--- config.mk ---
export PLATFORM = sky130hd
export DESIGN_NAME = pwm_timebase
export DESIGN_NICKNAME = d
export VERILOG_FILES = /design/src/rtl/pwm_pkg.sv /design/src/rtl/pwm_prescaler.sv /design/src/rtl/pwm_timebase.sv
export SDC_FILE = /design/constraint.sdc
export NUM_CORES = 1
export LEC_CHECK = 0
export ABC_AREA = 1
export CAP_MARGIN = 20
export CORE_UTILIZATION = 40
export CTS_CLUSTER_SIZE = 10
export DETAILED_ROUTE_END_ITERATION = 12
export SLEW_MARGIN = 5
export SYNTH_ARGS = -nofsm -noshare
export SYNTH_HDL_FRONTEND = slang
export SYNTH_SLANG_ARGS = --single-unit
--- constraint.sdc ---
create_clock -name clk -period 2.8 [get_ports clk]
set_clock_uncertainty 0.15 [all_clocks]
set_input_delay 0.42 -clock clk [delete_from_list [all_inputs] [get_ports clk]]
set_output_delay 0.42 -clock clk [all_outputs]
set_load 0.01 [all_outputs]
--- src/rtl/pwm_pkg.sv ---
// pwm_pkg
//   Shared constants and helpers for the PWM timebase and its downstream
//   comparator.
//   CNT_W / CNT_MAX : width and top value of the sawtooth counter.
//   cnt_t           : counter / duty value type.
//   shadow_next()   : saturating shadow-duty update for one inc/dec cycle.
package pwm_pkg;

    localparam int CNT_W     = 10;
    localparam int CNT_MAX   = 1023;
    localparam int DUTY_EXT_W = CNT_W + 1;

    typedef logic [CNT_W-1:0] cnt_t;

    // An 11-bit intermediate keeps both the overflow above CNT_MAX and the
    // borrow below zero visible, so the result can be clamped.
    function automatic cnt_t shadow_next(input cnt_t        cur,
                                         input logic        inc,
                                         input logic        dec,
                                         input int unsigned step);
        logic [DUTY_EXT_W-1:0] ext;
        logic [DUTY_EXT_W-1:0] sum;
        logic [DUTY_EXT_W-1:0] diff;
        cnt_t                  res;
        ext  = {1'b0, cur};
        sum  = ext + DUTY_EXT_W'(step);
        diff = ext - DUTY_EXT_W'(step);
        res  = cur;
        if (inc && !dec) begin
            if (sum > DUTY_EXT_W'(CNT_MAX)) begin
                res = cnt_t'(CNT_MAX);
            end else begin
                res = sum[CNT_W-1:0];
            end
        end else if (dec && !inc) begin
            // Top bit set means the subtraction borrowed.
            if (diff[DUTY_EXT_W-1]) begin
                res = '0;
            end else begin
                res = diff[CNT_W-1:0];
            end
        end
        return res;
    endfunction

endpackage

--- src/rtl/pwm_prescaler.sv ---
// pwm_prescaler
//   Divides clk by PRESCALE while en is high; tick is high in the cycle the
//   internal count sits at PRESCALE-1.
//   Ports:
//     clk   : clock, rising edge
//     reset : synchronous, active-high reset
//     en    : run enable; low holds the count
//     tick  : one-cycle step strobe for the sawtooth counter
module pwm_prescaler #(
    parameter int unsigned PRESCALE = 4
) (
    input  logic clk,
    input  logic reset,
    input  logic en,
    output logic tick
);

    localparam int PS_W = (PRESCALE > 1) ? $clog2(PRESCALE) : 1;
    localparam logic [PS_W-1:0] PS_LAST = PS_W'(PRESCALE - 1);

    logic [PS_W-1:0] ps_q;
    logic [PS_W-1:0] ps_d;

    // With PRESCALE=1, PS_LAST is 0 and the count never leaves 0, so tick
    // simply follows en.
    assign tick = en && (ps_q == PS_LAST);

    always_comb begin
        ps_d = ps_q;
        if (en) begin
            ps_d = tick ? '0 : ps_q + PS_W'(1);
        end
    end

    always_ff @(posedge clk) begin
        if (reset) begin
            ps_q <= '0;
        end else begin
            ps_q <= ps_d;
        end
    end

endmodule

--- src/rtl/pwm_timebase.sv ---
// pwm_timebase
//   Sawtooth timebase for a PWM channel with a double-buffered duty value.
//   inc/dec adjust a shadow duty at any time; the active duty only takes the
//   shadow value at the 1023->0 rollover, so a period is never cut mid-way.
//   Ports:
//     clk          : clock, rising edge
//     reset        : synchronous, active-high reset
//     en           : run enable for prescaler and counter
//     inc / dec    : single-cycle shadow duty adjust pulses (+/- STEP)
//     count        : sawtooth counter value (registered)
//     duty         : active duty value (registered)
//     wrap         : one-cycle pulse while count first shows 0 (registered)
//     duty_pending : shadow duty differs from active duty (combinational)
module pwm_timebase
    import pwm_pkg::*;
#(
    parameter int unsigned PRESCALE = 4,
    parameter int unsigned STEP     = 16
) (
    input  logic             clk,
    input  logic             reset,
    input  logic             en,
    input  logic             inc,
    input  logic             dec,
    output logic [CNT_W-1:0] count,
    output logic [CNT_W-1:0] duty,
    output logic             wrap,
    output logic             duty_pending
);

    logic tick;
    logic period_end;

    cnt_t count_q,  count_d;
    cnt_t shadow_q, shadow_d;
    cnt_t duty_q,   duty_d;
    logic wrap_q,   wrap_d;

    pwm_prescaler #(
        .PRESCALE (PRESCALE)
    ) u_prescaler (
        .clk   (clk),
        .reset (reset),
        .en    (en),
        .tick  (tick)
    );

    // tick already implies en, so nothing here moves while disabled.
    assign period_end = tick && (count_q == cnt_t'(CNT_MAX));

    always_comb begin
        count_d  = tick ? count_q + cnt_t'(1) : count_q;
        duty_d   = period_end ? shadow_q : duty_q;
        wrap_d   = period_end;
        // Applied every cycle regardless of en; a pulse on the rollover edge
        // lands in the shadow while duty takes the pre-pulse shadow value.
        shadow_d = shadow_next(shadow_q, inc, dec, STEP);
    end

    always_ff @(posedge clk) begin
        if (reset) begin
            count_q  <= '0;
            shadow_q <= '0;
            duty_q   <= '0;
            wrap_q   <= 1'b0;
        end else begin
            count_q  <= count_d;
            shadow_q <= shadow_d;
            duty_q   <= duty_d;
            wrap_q   <= wrap_d;
        end
    end

    assign count        = count_q;
    assign duty         = duty_q;
    assign wrap         = wrap_q;
    assign duty_pending = (shadow_q != duty_q);

endmodule

Word-level counts from Yosys, hierarchy flattened

Cells that the tools add are included.

Bits in registers: 33
Output and inout port bits: 22

Add/sub/neg operators: 4
Magnitude comparators: 1
Eq/ne operators: 3
Multiplexer cells: 5
Reduce and logical (&&, ||, !) cells: 7

Operators by type and width:

| operator              | number |
|---|---|
| $mux 10               | 4 |
| $add 10x5->11 const B | 1 |
| $gt 11x10->1 const B  | 1 |
| $sub 10x5->11 const B | 1 |
| $add 10x1->10 const B | 1 |
| $eq 10x10->1 const B  | 1 |
| $ne 10x10->1          | 1 |
| $logic_and 1x1->1     | 4 |
| $add 2x1->2 const B   | 1 |
| $eq 2x2->1 const B    | 1 |
| $logic_not 1->1       | 2 |
| $mux 2                | 1 |
| $reduce_bool 2->1     | 1 |

Depth between registers and ports, before layout

Depth in word-level cells: 4
Mapped depth: 13

Hierarchy

Synthesis repeated with hierarchy kept, for this count alone.

Cells, all modules: 224
Area, all modules: 1640.3 sq um

Modules (own cells, without submodules):

| module        | times used | cells an instance | area each (sq um) | sequential area each (sq um) |
|---|---|---|---|---|
| pwm_timebase  | 1          | 208               | 1532.7            | 500.5 |
| pwm_prescaler | 1          | 16                | 107.6             | 40.0 |

Worst setup path before layout

OpenSTA, ideal clock, no wires.

Kind: register to register
From: reg count_q[0] (netlist: count[0])
To: reg duty_q[3] (netlist: duty[3])
Setup time: 0.116 ns
Data arrival time: 1.389 ns
Path slack: 1.145 ns
Cell stages (with the launch flop): 9
Buffers on the path: 0
Path through: dfxtp_1 -> ha_1 -> inv_1 -> nor3_4 -> nand2_2 -> nor2_4 -> nand4_4 -> o21ai_0 -> nor2_1

Word-level cells in the longest chain between the ends: 2

Ends and longest elaborated chain:

| item                     | RTL line           | text |
|---|---|---|
| start: declaration       | pwm_timebase.sv:34 | `cnt_t count_q, count_d;` |
| start signal: assignment | pwm_timebase.sv:67 | `count_q <= count_d;` |
| $eq 10x10->1             | pwm_timebase.sv:49 | `assign period_end = tick && (count_q == cnt_t'(CNT_MAX));` |
| $logic_and 1x1->1        | pwm_timebase.sv:49 |  |
| end signal: assignment   | pwm_timebase.sv:69 | `duty_q <= duty_d;` |
| end: declaration         | pwm_timebase.sv:36 | `cnt_t duty_q, duty_d;` |

No other way between the ends.
A chain may end at the register's enable or synchronous reset.

Worst setup path after layout

From: reg shadow_q[4]
To: out duty_pending

Word-level cells in the longest chain between the ends: 1

Ends and longest elaborated chain:

| item                     | RTL line           | text |
|---|---|---|
| start: declaration       | pwm_timebase.sv:35 | `cnt_t shadow_q, shadow_d;` |
| start signal: assignment | pwm_timebase.sv:68 | `shadow_q <= shadow_d;` |
| $ne 10x10->1             | pwm_timebase.sv:77 | `assign duty_pending = (shadow_q != duty_q);` |
| end: declaration         | pwm_timebase.sv:28 | `output logic duty_pending` |

No other way between the ends.

==> flow_metrics.env <==
export IMPL_rsz0062_at_grt="false"
export IMPL_dr_total_vias=1425
export IMPL_clk_path_buf_depth=2
export IMPL_min_period_over_period=0.793
export IMPL_viasPerCell=4.83
export IMPL_synth_cell_types=35
export IMPL_seq_area_frac_synth=0.333
export IMPL_die_h_um=65.7
export IMPL_core_area_um2=3770
export IMPL_rows=22
export IMPL_fin_ws_ns=0.580
export IMPL_grt_max_degree=17
export IMPL_drt_total_wl_mm=3.42
export IMPL_syn_to_final_growth_pct=19.2
export IMPL_synthFlopType="dfxtp_1"
export IMPL_status="complete, no violations"
export IMPL_track_usage=0.172
export IMPL_start_util=0.431
export IMPL_wl_per_cell_um=11.6
export IMPL_clock_latency_ns=0.27
export IMPL_ctsResizeCount=0
export IMPL_yosys_top_cells_area="dfxtp_1 33%, nand2_1 8.6%, nor2_1 6.5%, o21ai_0 6.2%, inv_1 6.0%"
export IMPL_cts_root_buffer_cell="clkbuf_8"
export IMPL_power_total_mw=0.871
export IMPL_hold_violations=0
export IMPL_cts_buffers=3
export IMPL_cp_max_fo=8
export IMPL_cts_sinks=27
export IMPL_max_stage_delay_ns=0.55
export IMPL_h_tree_depth=1
export IMPL_p_per_area_nw_per_um2=450
export IMPL_slowest_stage="dfxtp_1"
export IMPL_numPortBuffers=26
export IMPL_place_inst=291
export IMPL_syn_cell_area_um2=1620
export IMPL_drcViolationCount=0
export IMPL_antenna_left=0
export IMPL_ctsHoldBuffers=0
export IMPL_cts_clk_slew_worst_paths_ns=0.10
export IMPL_ir_worst_vdd_mv=0.219
export IMPL_worst_slew_pin_slew_ns=0.398
export IMPL_io_pin_count=27
export IMPL_fin_nets=259
export IMPL_grt_pass1_wl_mm=5.85
export IMPL_end_kind="output pin"
export IMPL_cp_arrival_ns=1.65
export IMPL_final_cells=295
export IMPL_drtIter0Drc=61
export IMPL_synth_fp_nets=235
export IMPL_dpl_hpwl_mm=2.57
export IMPL_max_freq_mhz=450
export IMPL_crit_required_ns=2.23
export IMPL_setup_tns_ns=0
export IMPL_synth_edf_count=0
export IMPL_start_kind="register"
export IMPL_layout_commonest_cell="nand2_1"
export IMPL_drtPass1Iterations=4
export IMPL_postCtsSetupBuffers=0
export IMPL_antenna_found_initial=0
export IMPL_period_needed_ns=2.22
export IMPL_async_reset_ff_frac=0
export IMPL_yosysWarningCount=0
export IMPL_finalSetupViolCount=0
export IMPL_p_leak_nw=0.838
export IMPL_synth_top_area_share=0.333
export IMPL_max_cap_violations=0
export IMPL_diodes=0
export IMPL_routabilityCongestion=0.812
export IMPL_cts_tree="built"
export IMPL_timing_max_transition_violations_final=0
export IMPL_syn_avg_cell_area_um2=7.25
export IMPL_final_util=0.513
export IMPL_worstPathCellList="xor2_1, nor3_1, nand4_1, clkdlybuf4s50_1"
export IMPL_die_width_um=65.7
export IMPL_drive_gt1_frac=0.109
export IMPL_grt_overflow=0
export IMPL_dieArea_um2=4320
export IMPL_pre_cts_slack_ns=0.646
export IMPL_hp_class="register to register"
export IMPL_grt_pass1_vias=1329
export IMPL_layout_common_cells="37 x nand2_1, 28 x nor2_1, 27 x dfxtp_1"
export IMPL_yosys_register_bits=27
export IMPL_crit_type="register to output pin"
export IMPL_yosys_area_top_type="dfxtp_1"
export IMPL_synth_cells=224
export IMPL_slew_headroom=0.735
[flip-flops by register name (all words and copies together) (netlist names)]
name,cells
shadow_q,7
wrap,1
duty,7
u_prescaler.ps_q,2
count,10
[cells by family after synthesis]
family,count (synthesis),share of synthesized area
AOI/OAI and AO/OA,40,0.129
xor gates and xnor gates,11,0.0593
adders and majority gates,6,0.0462
buffers and inverters,38,0.115
DFF,27,0.333
muxes,1,0.00616
and+or+nand+nor,101,0.311
[layout make-up]
cell class | instances | area (um^2)
fill | 396 | 1840
multi-input combinational | 159 | 897
sequential | 27 | 541
timing repair buffer | 28 | 275
inverter | 29 | 114
tap | 48 | 60.1
clock buffer | 3 | 41.3
clock inverter | 1 | 7.51
[routing by layer]
layer	share of wire	global-route usage	vias to the layer above
li1	-	-	762
met1	0.53	0.243	628
met2	0.42	0.278	33
met3	0.040	0.0208	2
met4	0.0038	0.0326	0
met5	0	0	-
[worst paths after layout]
| kind | startpoint | endpoint | slack (ns) | cells after the start |
|---|---|---|---|---|
| worst max-delay path | shadow_q[4] | duty_pending | 0.58 | 4 |
| worst min-delay path | count[8] | count[8] | 0.35 | 2 |
| worst max register to register | shadow_q[4] | shadow_q[9] | 0.86 | 9 |
| worst min register to register | count[8] | count[8] | 0.35 | 2 |
[through the flow]
stage                     area [um^2]  hold WS (ns)
after floorplan                  1620         0.338
after global placement           1890         0.332
after detailed placement         1890         0.336
after CTS                        1940         0.355
after global routing             1940         0.382
final                            1940         0.354
[worst max-delay path, delay by kind of cell (launching register included)]
kind | cells | cell delay [ns]
buffers and inverters | 1 | 0.48
and+or+nand+nor | 2 | 0.24
DFF | 1 | 0.55
xor gates and xnor gates | 1 | 0.11
[report_power, final]
part           switching [mW]  internal (mW)
sequential             0.0349          0.401
clock                   0.125          0.101
combinational           0.119         0.0902
[synthesized netlist by cell type (all sizes together), types with 2 or more instances]
master	number
a21oi	15
buf	6
clkbuf	3
dfxtp	27
ha	6
inv	28
nand2	44
nand3	10
nand3b	2
nand4	5
nor2	33
nor3	6
o21ai	22
xnor2	4
xor2	7
(Power assumes the default switching activity.)
==> RTL change (same settings) <==
`PRESCALE` is set to 4 in 2 places; all go to 16.
--- a/src/rtl/pwm_prescaler.sv
+++ b/src/rtl/pwm_prescaler.sv
@@ -8,5 +8,5 @@
 //     tick  : one-cycle step strobe for the sawtooth counter
 module pwm_prescaler #(
-    parameter int unsigned PRESCALE = 4
+    parameter int unsigned PRESCALE = 16
 ) (
     input  logic clk,
--- a/src/rtl/pwm_timebase.sv
+++ b/src/rtl/pwm_timebase.sv
@@ -15,5 +15,5 @@
     import pwm_pkg::*;
 #(
-    parameter int unsigned PRESCALE = 4,
+    parameter int unsigned PRESCALE = 16,
     parameter int unsigned STEP     = 16
 ) (
Behaviour: not the same (Yosys sat finds a counterexample within 10 cycles, from zero or initial values and one cycle with reset high).
==> RTL change against the unedited design <==
- sequential cell count up 2
- first-iteration DRC count rose by 9.8%
- die area is 2.2% higher
- maximum frequency decreased by 5.8%
- hold slack gained 2.8 ps
- worst setup slack got worse by 140 ps
- routed wire length grew 12%
- global-route usage increased by 2.7 points
- count of clock-buffer cells in the layout grew 3
- synthesized area increased by 2.3%
- total power rose by 13%
- final area grew 5.8%
- sequential power grew 4%
==> RTL change: results (changes against the unedited design) <==
Parameter                              Value

CTS
  H-tree Lvls    2 (was 1)
  Clock edge transition at the registers on the reported setup and hold paths    60 ps (was 100 ps)

Critical path
  Stage delay of the slowest cell on the critical path    500 ps (was 550 ps)
  Cell with the biggest individual delay on the critical path    sky130_fd_sc_hd__clkdlybuf4s50_1 (was sky130_fd_sc_hd__dfxtp_1)
  Reg2Reg Capture Point    shadow_q[8]$_SDFFE_PP0P_ (was shadow_q[9]$_SDFFE_PP0P_)
  Worst Reg-to-Reg Cells    10 (was 9)
  Arrival time of data at the critical path endpoint    1790 ps (was 1650 ps)
  Worst-path fanout max    5 (was 8)

Drt
  Final wirelength    3820 microns (was 3420 microns)
  Number of vias after detailed routing    1,557 (was 1,425)
  Routed wl met2    1830 microns (was 1450 microns)
  Avg Vias per Cell    4.88 (was 4.83)
  First DRT Iteration DRCs    67 (was 61)
  Sum of routed wire segments on met1    1770 microns (was 1820 microns)

GRT
  Total GRT Usage    19.8% (was 17.2%)
  Largest net degree at the start of global routing    20 (was 17)
  Routing usage on met3    4.97% (was 2.08%)
  Met1 track utilization from global routing    23.1% (was 24.3%)
  Wire length of the first global-routing pass    6570 microns (was 5850 microns)

Placement
  Instance area at placement    1960 sq um (was 1890 sq um)
  Cell total after placement    311 (was 291)
  Pre-CTS setup slack    627 ps (was 646 ps)

Cells and area
  Final Net Count    279 (was 259)
  Final cell utilization of the core    51.2% (was 51.3%)
  Number of fillers in the final layout    406 (was 396)

Synth
  Xor/xnor cell area share of the yosys netlist    5.27% (was 5.93%)
  Net count of the mapped netlist    250 (was 235)
  Post-synth cell types    28 (was 35)
  Mean instance size in the synthesized netlist    6.95 sq um (was 7.25 sq um)
  Portion of the post-synthesis area used by sequential elements    34.9% (was 33.3%)
  Post-synthesis compound-gate area fraction    14.5% (was 12.9%)
  Post-synthesis share of cell area spent on full adders, half adders and majority gates    4.52% (was 4.62%)
  Synth area leaders    sky130_fd_sc_hd__dfxtp_1, sky130_fd_sc_hd__nand2_1, sky130_fd_sc_hd__nor2_1 (unchanged)

Run status
  Result of the run    complete, no violations (unchanged)

Power
  Worst voltage drop across the vdd grid    0.000390 V (was 0.000219 V)
  P_sw    0.000303 W (was 0.000279 W)
  Combinational share of power    20.9% (was 24.0%)

Hold path
  Worst hold start    u_prescaler.ps_q[0]$_SDFFE_PP0P_ (was count[8]$_SDFFE_PP0P_)
  Worst min-delay path endpoint    u_prescaler.ps_q[0]$_SDFFE_PP0P_ (was count[8]$_SDFFE_PP0P_)

STA
  Slew at the pin closest to its max-slew limit    493 ps (was 398 ps)
  Highest clock rate    424 MHz (was 450 MHz)
[RTL change: cell types whose count changed after synthesis, moves of 2 or more]
cell and delta:
sky130_fd_sc_hd__nand2_1 +8, sky130_fd_sc_hd__xor2_1 -2, sky130_fd_sc_hd__a21oi_1 +3, sky130_fd_sc_hd__inv_2 -2
sky130_fd_sc_hd__nand3b_1 -2, sky130_fd_sc_hd__buf_6 -2, sky130_fd_sc_hd__buf_4 +2, sky130_fd_sc_hd__nor2_2 -3
sky130_fd_sc_hd__o21ai_1 +2, sky130_fd_sc_hd__nand2_2 -5, sky130_fd_sc_hd__dfxtp_1 +2, sky130_fd_sc_hd__nor2_1 +15
[RTL change: cell type report]
cell class | instances | share of cell area, %
Tap cell | 50 | 3.06
Clock inverter | 2 | 0.489
Inverter | 26 | 5.01
Timing Repair Buffer | 30 | 14.2
Sequential cell | 29 | 28.4
Clock buffer | 6 | 3.55
Multi-Input combinational cell | 176 | 45.4
